<file path="src/rtl/ugshare_predictor.sv">
// ugshare_predictor
// -----------------------------------------------------------------------------
// Gshare direction predictor for the IF0/IF1 fetch stages. The fetch PC is
// hashed with a speculative global history register (GHR) into a table of
// 2-bit saturating counters. The prediction is returned one cycle after the
// request. Every prediction that the uBTB marks as a hit is tracked in an
// in-flight FIFO until commit, which trains the table. A mispredict rewinds
// the speculative GHR from the snapshot stored with the committing branch. A
// flush reloads the speculative GHR from the architectural GHR.
//
// Ports
//   i_clk, i_rstn        clock, asynchronous active-low reset
//   i_pred_vld/pc        prediction request and fetch PC
//   i_btb_hit            uBTB hit for the request PC, same cycle as the request
//   o_pred_rdy           a request can be accepted this cycle
//   o_pred_vld/taken/tag response one cycle after the request, with its FIFO slot
//   i_cmt_vld/taken      commit of the oldest in-flight branch, resolved direction
//   i_cmt_mispred        the committing branch was mispredicted
//   i_flush              pipeline flush from outside this block
//   o_cmt_underflow      one-cycle pulse after a commit that arrived with the FIFO empty
// -----------------------------------------------------------------------------
module ugshare_predictor #(
  parameter int         MXLEN          = 32,
  parameter int         GHR_W          = 10,
  parameter int         PHT_ENTRIES    = 512,
  parameter int         INFLIGHT_DEPTH = 8,
  parameter logic [1:0] CNT_RST        = 2'b01
) (
  input  logic                              i_clk,
  input  logic                              i_rstn,
  input  logic                              i_pred_vld,
  input  logic [MXLEN-1:0]                  i_pred_pc,
  input  logic                              i_btb_hit,
  output logic                              o_pred_rdy,
  output logic                              o_pred_vld,
  output logic                              o_pred_taken,
  output logic [$clog2(INFLIGHT_DEPTH)-1:0] o_pred_tag,
  input  logic                              i_cmt_vld,
  input  logic                              i_cmt_taken,
  input  logic                              i_cmt_mispred,
  input  logic                              i_flush,
  output logic                              o_cmt_underflow
);

  localparam int IDX_W = $clog2(PHT_ENTRIES);
  localparam int PTR_W = $clog2(INFLIGHT_DEPTH);
  localparam int CNT_W = PTR_W + 1;
  localparam int OCC_W = PTR_W + 2;
  // A history longer than the index is folded down to its low IDX_W bits.
  localparam int XW    = (GHR_W > IDX_W) ? GHR_W : IDX_W;

  function automatic logic [1:0] sat_cnt(input logic [1:0] cnt, input logic up);
    if (up) return (cnt == 2'b11) ? 2'b11 : cnt + 2'd1;
    else    return (cnt == 2'b00) ? 2'b00 : cnt - 2'd1;
  endfunction

  // Control state
  logic [GHR_W-1:0] ghr_q, ghr_d;
  logic [GHR_W-1:0] arch_ghr_q, arch_ghr_d;
  logic [PTR_W-1:0] head_q, head_d;
  logic [PTR_W-1:0] tail_q, tail_d;
  logic [CNT_W-1:0] count_q, count_d;
  logic             rsp_vld_q, rsp_vld_d;
  logic             rsp_hit_q, rsp_hit_d;
  logic             uflow_q, uflow_d;

  // Datapath state
  logic [1:0]       pht_q [PHT_ENTRIES];
  logic [IDX_W-1:0] fifo_idx_q [INFLIGHT_DEPTH];
  logic [1:0]       fifo_cnt_q [INFLIGHT_DEPTH];
  logic [GHR_W-1:0] fifo_ghr_q [INFLIGHT_DEPTH];
  logic [IDX_W-1:0] rsp_idx_q;
  logic [1:0]       rsp_cnt_q;

  logic [IDX_W-1:0] head_idx;
  logic [1:0]       head_cnt;
  logic [GHR_W-1:0] head_ghr;
  logic             fifo_nempty, cmt_fire, mis_fire, kill, push, accept;
  logic [OCC_W-1:0] occ;
  logic [XW-1:0]    ghr_x;
  logic [IDX_W-1:0] req_idx;
  logic             unused_bits;

  always_comb begin
    head_idx    = fifo_idx_q[head_q];
    head_cnt    = fifo_cnt_q[head_q];
    head_ghr    = fifo_ghr_q[head_q];
    fifo_nempty = (count_q != '0);
    cmt_fire    = i_cmt_vld & fifo_nempty;
    mis_fire    = cmt_fire & i_cmt_mispred;
    // A flush or a mispredict kills the response on the outputs right now as
    // well as any request accepted at the same edge.
    kill        = i_flush | mis_fire;

    occ          = OCC_W'(count_q) + OCC_W'(rsp_vld_q & rsp_hit_q);
    o_pred_rdy   = occ < OCC_W'(INFLIGHT_DEPTH);
    o_pred_vld   = rsp_vld_q & ~kill;
    o_pred_taken = o_pred_vld & rsp_hit_q & rsp_cnt_q[1];
    o_pred_tag   = tail_q;
    o_cmt_underflow = uflow_q;

    push   = o_pred_vld & rsp_hit_q;
    accept = i_pred_vld & o_pred_rdy;

    arch_ghr_d = cmt_fire ? {arch_ghr_q[GHR_W-2:0], i_cmt_taken} : arch_ghr_q;

    if (i_flush)       ghr_d = arch_ghr_d;
    else if (mis_fire) ghr_d = {head_ghr[GHR_W-2:0], i_cmt_taken};
    else if (push)     ghr_d = {ghr_q[GHR_W-2:0], o_pred_taken};
    else               ghr_d = ghr_q;

    head_d  = head_q + PTR_W'(cmt_fire);
    tail_d  = kill ? head_d : tail_q + PTR_W'(push);
    count_d = kill ? '0 : count_q + CNT_W'(push) - CNT_W'(cmt_fire);

    // The index sees the GHR as it will be after this edge, so a request
    // issued right behind a response already hashes with that prediction.
    ghr_x   = XW'(ghr_d);
    req_idx = i_pred_pc[IDX_W+1:2] ^ ghr_x[IDX_W-1:0];

    rsp_vld_d = accept & ~kill;
    rsp_hit_d = i_btb_hit;
    uflow_d   = i_cmt_vld & ~fifo_nempty;

    unused_bits = ^{i_pred_pc[MXLEN-1:IDX_W+2], i_pred_pc[1:0], ghr_x, head_ghr[GHR_W-1]};
  end

  // Control registers
  always_ff @(posedge i_clk or negedge i_rstn) begin
    if (!i_rstn) begin
      ghr_q      <= '0;
      arch_ghr_q <= '0;
      head_q     <= '0;
      tail_q     <= '0;
      count_q    <= '0;
      rsp_vld_q  <= 1'b0;
      rsp_hit_q  <= 1'b0;
      uflow_q    <= 1'b0;
    end else begin
      ghr_q      <= ghr_d;
      arch_ghr_q <= arch_ghr_d;
      head_q     <= head_d;
      tail_q     <= tail_d;
      count_q    <= count_d;
      rsp_vld_q  <= rsp_vld_d;
      rsp_hit_q  <= rsp_hit_d;
      uflow_q    <= uflow_d;
    end
  end

  // Pattern table: trained from the counter value captured at prediction time
  always_ff @(posedge i_clk or negedge i_rstn) begin
    if (!i_rstn) begin
      for (int i = 0; i < PHT_ENTRIES; i++) pht_q[i] <= CNT_RST;
    end else if (cmt_fire) begin
      pht_q[head_idx] <= sat_cnt(head_cnt, i_cmt_taken);
    end
  end

  // Response stage: synchronous table read, returns the pre-write value
  always_ff @(posedge i_clk) begin
    rsp_idx_q <= req_idx;
    rsp_cnt_q <= pht_q[req_idx];
  end

  // In-flight FIFO payload
  always_ff @(posedge i_clk) begin
    if (push) begin
      fifo_idx_q[tail_q] <= rsp_idx_q;
      fifo_cnt_q[tail_q] <= rsp_cnt_q;
      fifo_ghr_q[tail_q] <= ghr_q;
    end
  end

endmodule
</file>
<file path="config.mk">
export PLATFORM = sky130hd
export DESIGN_NAME = ugshare_predictor
export DESIGN_NICKNAME = d
export VERILOG_FILES = /design/src/rtl/ugshare_predictor.sv
export SDC_FILE = /design/constraint.sdc
export NUM_CORES = 2
export LEC_CHECK = 0
export ABC_CLOCK_PERIOD_IN_PS = 12900
export CORE_UTILIZATION = 44
export CTS_CLUSTER_DIAMETER = 100
export CTS_CLUSTER_SIZE = 14
export DETAILED_ROUTE_END_ITERATION = 6
export SETUP_SLACK_MARGIN = 0.2
export SLEW_MARGIN = 20
export SYNTH_ARGS = -nofsm -noshare
export SYNTH_HDL_FRONTEND = slang
export SYNTH_SLANG_ARGS = --single-unit
</file>
<file path="constraint.sdc">
create_clock -name i_clk -period 12.9 [get_ports i_clk]
set_clock_uncertainty 0.15 [all_clocks]
set_input_delay 1.29 -clock i_clk [delete_from_list [all_inputs] [get_ports i_clk]]
set_output_delay 1.29 -clock i_clk [all_outputs]
set_load 0.01 [all_outputs]
</file>
Word-level counts from Yosys, hierarchy flattened. Memories as Yosys holds them, arrays and structs flattened. Index checks and enable logic that the tools add are counted.

Bits in writable memories: 168. Memories: 3. Input port bits: 40. Register bits: 1068. Logic and storage cells: 575.

Memory list: fifo_ghr_q (words 8, bits a word 10, rd ports 1, clocked after memory_dff 0, write ports 1, RTL line 71) `logic [GHR_W-1:0] fifo_ghr_q [INFLIGHT_DEPTH];`; fifo_idx_q (words 8, bits a word 9, rd ports 1, clocked after memory_dff 0, write ports 1, RTL line 69) `logic [IDX_W-1:0] fifo_idx_q [INFLIGHT_DEPTH];`; fifo_cnt_q (words 8, bits a word 2, rd ports 1, clocked after memory_dff 0, write ports 1, RTL line 70) `logic [1:0] fifo_cnt_q [INFLIGHT_DEPTH];`.

Bitwise operators: 15. Reduce and logical (&&, ||, !) cells: 4. Muxes and demuxes: 18. Magnitude comparators: 4. $add $sub $neg: 7. Equal/unequal tests: 1.

Operators by type and width (number): $bwmux W1024 (1); $mux W10 (4); $ge A10 B10 Y1 const B (2); $not A9 Y10 (2); $bmux W2 S9 (1); $demux W2 S9 (1); $mux W2 (7); $lt A10 B1 Y1 const B (1); $and A1 B1 Y1 (9); $xor A9 B9 Y9 (1); $add A3 B1 Y3 (2); $add A4 B1 Y5 (1); $lt A5 B4 Y1 const B (1); $add A4 B1 Y4 (1); $mux W4 (1); $reduce_bool A4 Y1 (1); $sub A4 B1 Y4 (1); $mux W3 (1); $reduce_bool A3 Y1 (1); $add A2 B1 Y2 const B (1); $eq A2 B2 Y1 const B (1); $logic_not A2 Y1 (1); $mux W1 (2); $not A1 Y1 (2); other kinds (3) (3).

Depth between registers and ports, before layout.
Depth after elaboration: 16. Depth in mapped cells: 20. Mapped depth without buffers: 15.

Least setup slack after synthesis. OpenSTA, ideal clock, no wires.

Path type: input port to flip-flop. Start: input port i_flush. End: memory fifo_cnt_q[2][0], enable pin. Path slack: 7.873 ns. Stages: 5. Arrival time: 4.426 ns. Buffers on the path: 2. Library setup time: 0.451 ns. Required time: 12.299 ns. Cells stage by stage: buf_2 buf_1 a211oi_1 inv_1 nor4b_1.

Cells in the longest elaborated chain, start to end: 6.

Ends and longest elaborated chain: start: declaration (RTL line 41) `input logic i_flush,`; $or A1 B1 Y1 (RTL line 93) `kill = i_flush | mis_fire;`; $not A1 Y1 (RTL line 97) `o_pred_vld = rsp_vld_q & ~kill;`; $and A1 B1 Y1 (RTL line 97); $and A1 B1 Y1 (RTL line 102) `push = o_pred_vld & rsp_hit_q;`; $mux W1 (RTL line 168) `if (push) begin`; $mux W1 (not written as such) (RTL line 170) `fifo_cnt_q[tail_q] <= rsp_cnt_q;`; end: declaration (RTL line 70).

No other way between the ends.

Final worst setup path.
Start: input port i_cmt_vld. End: register rsp_cnt_q[1].

Cells in the longest elaborated chain, start to end: 15.

Ends and longest elaborated chain: start: declaration (RTL line 38) `input logic i_cmt_vld,`; $and A1 B1 Y1 (*) (RTL line 89) `cmt_fire = i_cmt_vld & fifo_nempty;`; $and A1 B1 Y1 (RTL line 90) `mis_fire = cmt_fire & i_cmt_mispred;`; $or A1 B1 Y1 (RTL line 93); $not A1 Y1 (RTL line 97); $and A1 B1 Y1 (RTL line 97); $and A1 B1 Y1 (RTL line 98, 102); $and A1 B1 Y1 (RTL line 98) `o_pred_taken = o_pred_vld & rsp_hit_q & rsp_cnt_q[1];`; $mux W10 (RTL line 109) `else if (push) ghr_d = {ghr_q[GHR_W-2:0], o_pred_taken};`; $mux W10 (RTL line 108) `else if (mis_fire) ghr_d = {head_ghr[GHR_W-2:0], i_cmt_taken};`; $mux W10 (*) (RTL line 107) `if (i_flush) ghr_d = arch_ghr_d;`; $xor A9 B9 Y9 (*) (RTL line 119) `req_idx = i_pred_pc[IDX_W+1:2] ^ ghr_x[IDX_W-1:0];`; $not A9 Y10 (not written as such) (*) (RTL line 163) `rsp_cnt_q <= pht_q[req_idx];`; $bmux W2 S9 (*) (RTL line 163); $mux W2 (not written as such) (*) (2 in series) (RTL line 163); end signal: assignment (RTL line 163); end: declaration (RTL line 73) `logic [1:0] rsp_cnt_q;`.

Every way passes the cells marked *; elsewhere a longest branch is shown, timed or not. The select of a mux whose other input is x is not followed. A chain may end at the register's enable or synchronous reset.

==> results.txt <==
Critical path origin: i_cmt_vld
Hold WC Path Type: flop to flop
post-synthesis cell count: 4,999
Sinks on Clock Net: 1,218
Routed Antenna Nets: 0
largest net degree at the start of global routing: 237
Area contributors post-synth: dfrtp_1 (23%), dfstp_2 (23%), mux2_2 (20%)
Net Sw Power: 6.24 mW
top cell type's share of synthesized area: 23.2%
Setup TNS Final: 0 ns
Wirelength per Cell: 26.7 µm
Starting Density: 44.5%
count leader, synth: mux2_2
Fin. Hold Viols: 0
pwr/cell area: 226 mW/mm²
total number of vias: 40,175
crit-path cells: clkdlybuf4s50_1 > and2_1 > a211oi_4 > mux2i_1 > or3_4 > buf_4 > buf_4 > buf_4 > nand2_1 > o32ai_1 > a2111o_1 > o41ai_1 > buf_4 > a22o_1 > or4_1
vias in the first global route: 40,346
Post-CTS Resized: 0
Max-cap violations: 0
chip width: 367 µm
CP Capture Type: flop
slowest CP cell: buf_4
share of layout cells above drive strength 1: 38.2%
initial antenna violation count: 4
Root Buffer: clkbuf_16
CP Max Fanout: 47
Ports: 47
total nets after synthesis: 5,051
total core area: 0.132 mm²
GPL Wtd Cong: 0.842
status: completed
clock-pin slew on the worst setup and hold paths: 0.08 ns
Cell Area, Placed: 0.0605 mm²
combinational share of power: 42.7%
Max Buffers Root-to-Sink: 3
Sw Ratio: 43.6%
hold buffer count at cts: 0
post-detail-place hpwl: 106 mm
type of origin of the critical path: input port
Pre-antenna DRT Iters: 5
headroom to the max-slew limit: 20.9%
Setup Viol. Count Final: 0
post-synthesis instance area: 0.0586 mm²
clock share of power: 20.1%
Global Route Usage Sum: 26.4%
chip height: 367 µm
hold path start: pht_q[33]
I/O Buffers: 23
sequential share of the synthesized area: 54.3%
drt drc: 0
CTS tree: done
ys flop type: dfrtp_1
CTS buffer count: 97
period utilization: 53.6%
CP Data Required Time: 13.33 ns
worst-margin pin slew: 1.18 ns
Post-synth EDFFs: 152
design area: 0.0633 mm²
Via density: 5.99
Most common cell on crit path: buf_4
min cycle time layout: 6.91 ns
site row count: 133
area leader, netlist: dfrtp_1
top cells by count, synth: mux2_2 (1,042), nand2_1 (1,016), dfrtp_1 (543)
asr flop ratio synth: 86.6%
sequential power share: 37.2%
clock latency at the later pin of the worst-skew pair: 0.71 ns
Max Freq: 145 MHz
Syn Area/Cell: 11.7 µm²
H-tree depth: 3
crit path kind: input port to flop
Starting DRT DRC Count: 3,813
Max rail drop VDD: 308 µV
post-CTS setup buffers: 0
RSZ-0062 raised after global routing: no
Routed WL: 179 mm
YS warnings: 0
fin. max-slew vios: 0
WP data arrival: 7.34 ns
Seq cells post-synth: 1,218
first-pass GRT wire length: 269 mm
P_int: 8.07 mW
leak pwr: 26.2 nW
reg2reg start: head_q[1]
Area Overhead vs Synth: 7.97%
crit-path max cell delay: 0.68 ns
total grt overflow: 0
Cell variety after synth: 87
# nets final: 4,930
die area: 0.135 mm²
## final cells by class
| class | instances | area (µm²) |
|---|---|---|
| Tap cell | 1755 | 2200 |
| Timing Repair Buffer | 136 | 1150 |
| Inverter | 24 | 124 |
| Sequential cell | 1218 | 31800 |
| Clock inverter | 5 | 38.8 |
| Fill cell | 11955 | 68500 |
| Antenna cell | 1 | 2.50 |
| Multi-Input combinational cell | 3401 | 25200 |
| Clock buffer | 172 | 2790 |
## logic make-up (layout without fill, tap and decap cells)
kind of cell	count (synthesis)	after routing	share of synthesized area (%)
flip-flops	1218	1218	54.3
buffers and inverters	380	337	3.15
adder cells (fa/ha/maj)	14	14	0.303
other	0	1	0
multiplexers	1281	1281	25.2
XOR/XNOR	12	12	0.179
AND/OR/NAND/NOR	1705	1705	12.4
AO/OA/AOI/OAI	389	389	4.58
## worst max-delay path, delay by kind of cell
| kind | cells | cell delay [ns] |
|---|---|---|
| muxes | 1 | 0.22 |
| buffers and inverters | 5 | 2.70 |
| AOI/OAI and AO/OA | 5 | 1.37 |
| and+or+nand+nor | 4 | 1.59 |
## state kept, by name, summed over array words and instances, names as in the netlist
register / flops
arch_ghr_q: 9
count_q: 4
rsp_hit_q: 1
pht_q: 1024
fifo_ghr_q: 64
o_pred_tag: 3
fifo_cnt_q: 16
o_cmt_underflow: 1
fifo_idx_q: 72
rsp_vld_q: 1
ghr_q: 9
head_q: 3
rsp_cnt_q: 2
rsp_idx_q: 9
## power groups by stage
stage	sequential (mW)	combinational, mW	clock, mW
2_1_floorplan	5.23	3.79	0
3_3_place_gp	5.34	5.99	0
3_5_place_dp	5.38	6.02	0
4_1_cts	5.31	6.02	2.94
5_1_grt	5.41	6.39	3.07
6_report	5.32	6.10	2.88
## layer usage
layer / up-vias / share of wire (%) / GRT usage (%) / wire length, µm
met1: 21159 / 44 / 36.9 / 78800
li1: 17493 / - / - / -
met5: - / 0.0073 / 0 / 13
met2: 1230 / 46 / 42.2 / 83200
met4: 2 / 3.3 / 8.71 / 5890
met3: 291 / 6.2 / 3.63 / 11200
## worst paths after layout
check	end	slack, ns	cells after the start
worst max-delay path	rsp_cnt_q[1]	5.99	15
worst min-delay path	pht_q[33]	0.35	1
worst max register to register	rsp_cnt_q[1]	6.08	15
worst min register to register	pht_q[33]	0.35	1
max in group asynchronous	pht_q[153]	9.75	3
min in group asynchronous	head_q[1]	0.45	1
## through the flow
stage / worst slack [ns] / total power [mW] / util (%) / hold slack (ns) / cells
after global routing: 5.91 / 14.9 / 48.0 / 0.367 / 6711
after floorplan: 7.87 / 9.02 / - / 0.321 / 4999
final: 5.99 / 14.3 / 48.0 / 0.353 / 6712
after CTS: 6.24 / 14.3 / 48.0 / 0.352 / 6711
after detailed placement: 5.52 / 11.4 / 45.9 / 0.337 / 6534
after global placement: 5.51 / 11.3 / 45.9 / 0.333 / 6534
## layout by cell type, fill, tap and decap left out, types with 7 or more instances in the layout
cell type	instances
a2111oi_0	7
a211oi_1	9
a21oi_1	139
a221o_1	7
a221oi_1	20
a22oi_1	26
a31oi_1	32
a32oi_1	44
and2_1	8
and3_1	15
buf_4	108
clkbuf_1	71
clkbuf_16	101
clkdlybuf4s50_1	22
dfrtp_1	541
dfstp_2	512
dfxtp_1	11
edfxtp_1	152
ha_1	11
inv_1	19
mux2_2	1042
mux2i_1	184
mux4_2	50
nand2_1	1012
nand2b_1	10
nand3_1	222
nand4_1	52
nor2_1	273
nor2_2	8
nor2_4	12
nor3_1	27
nor4_1	13
o21ai_0	22
o22ai_1	13
Power figures use the tool's default switching activity.
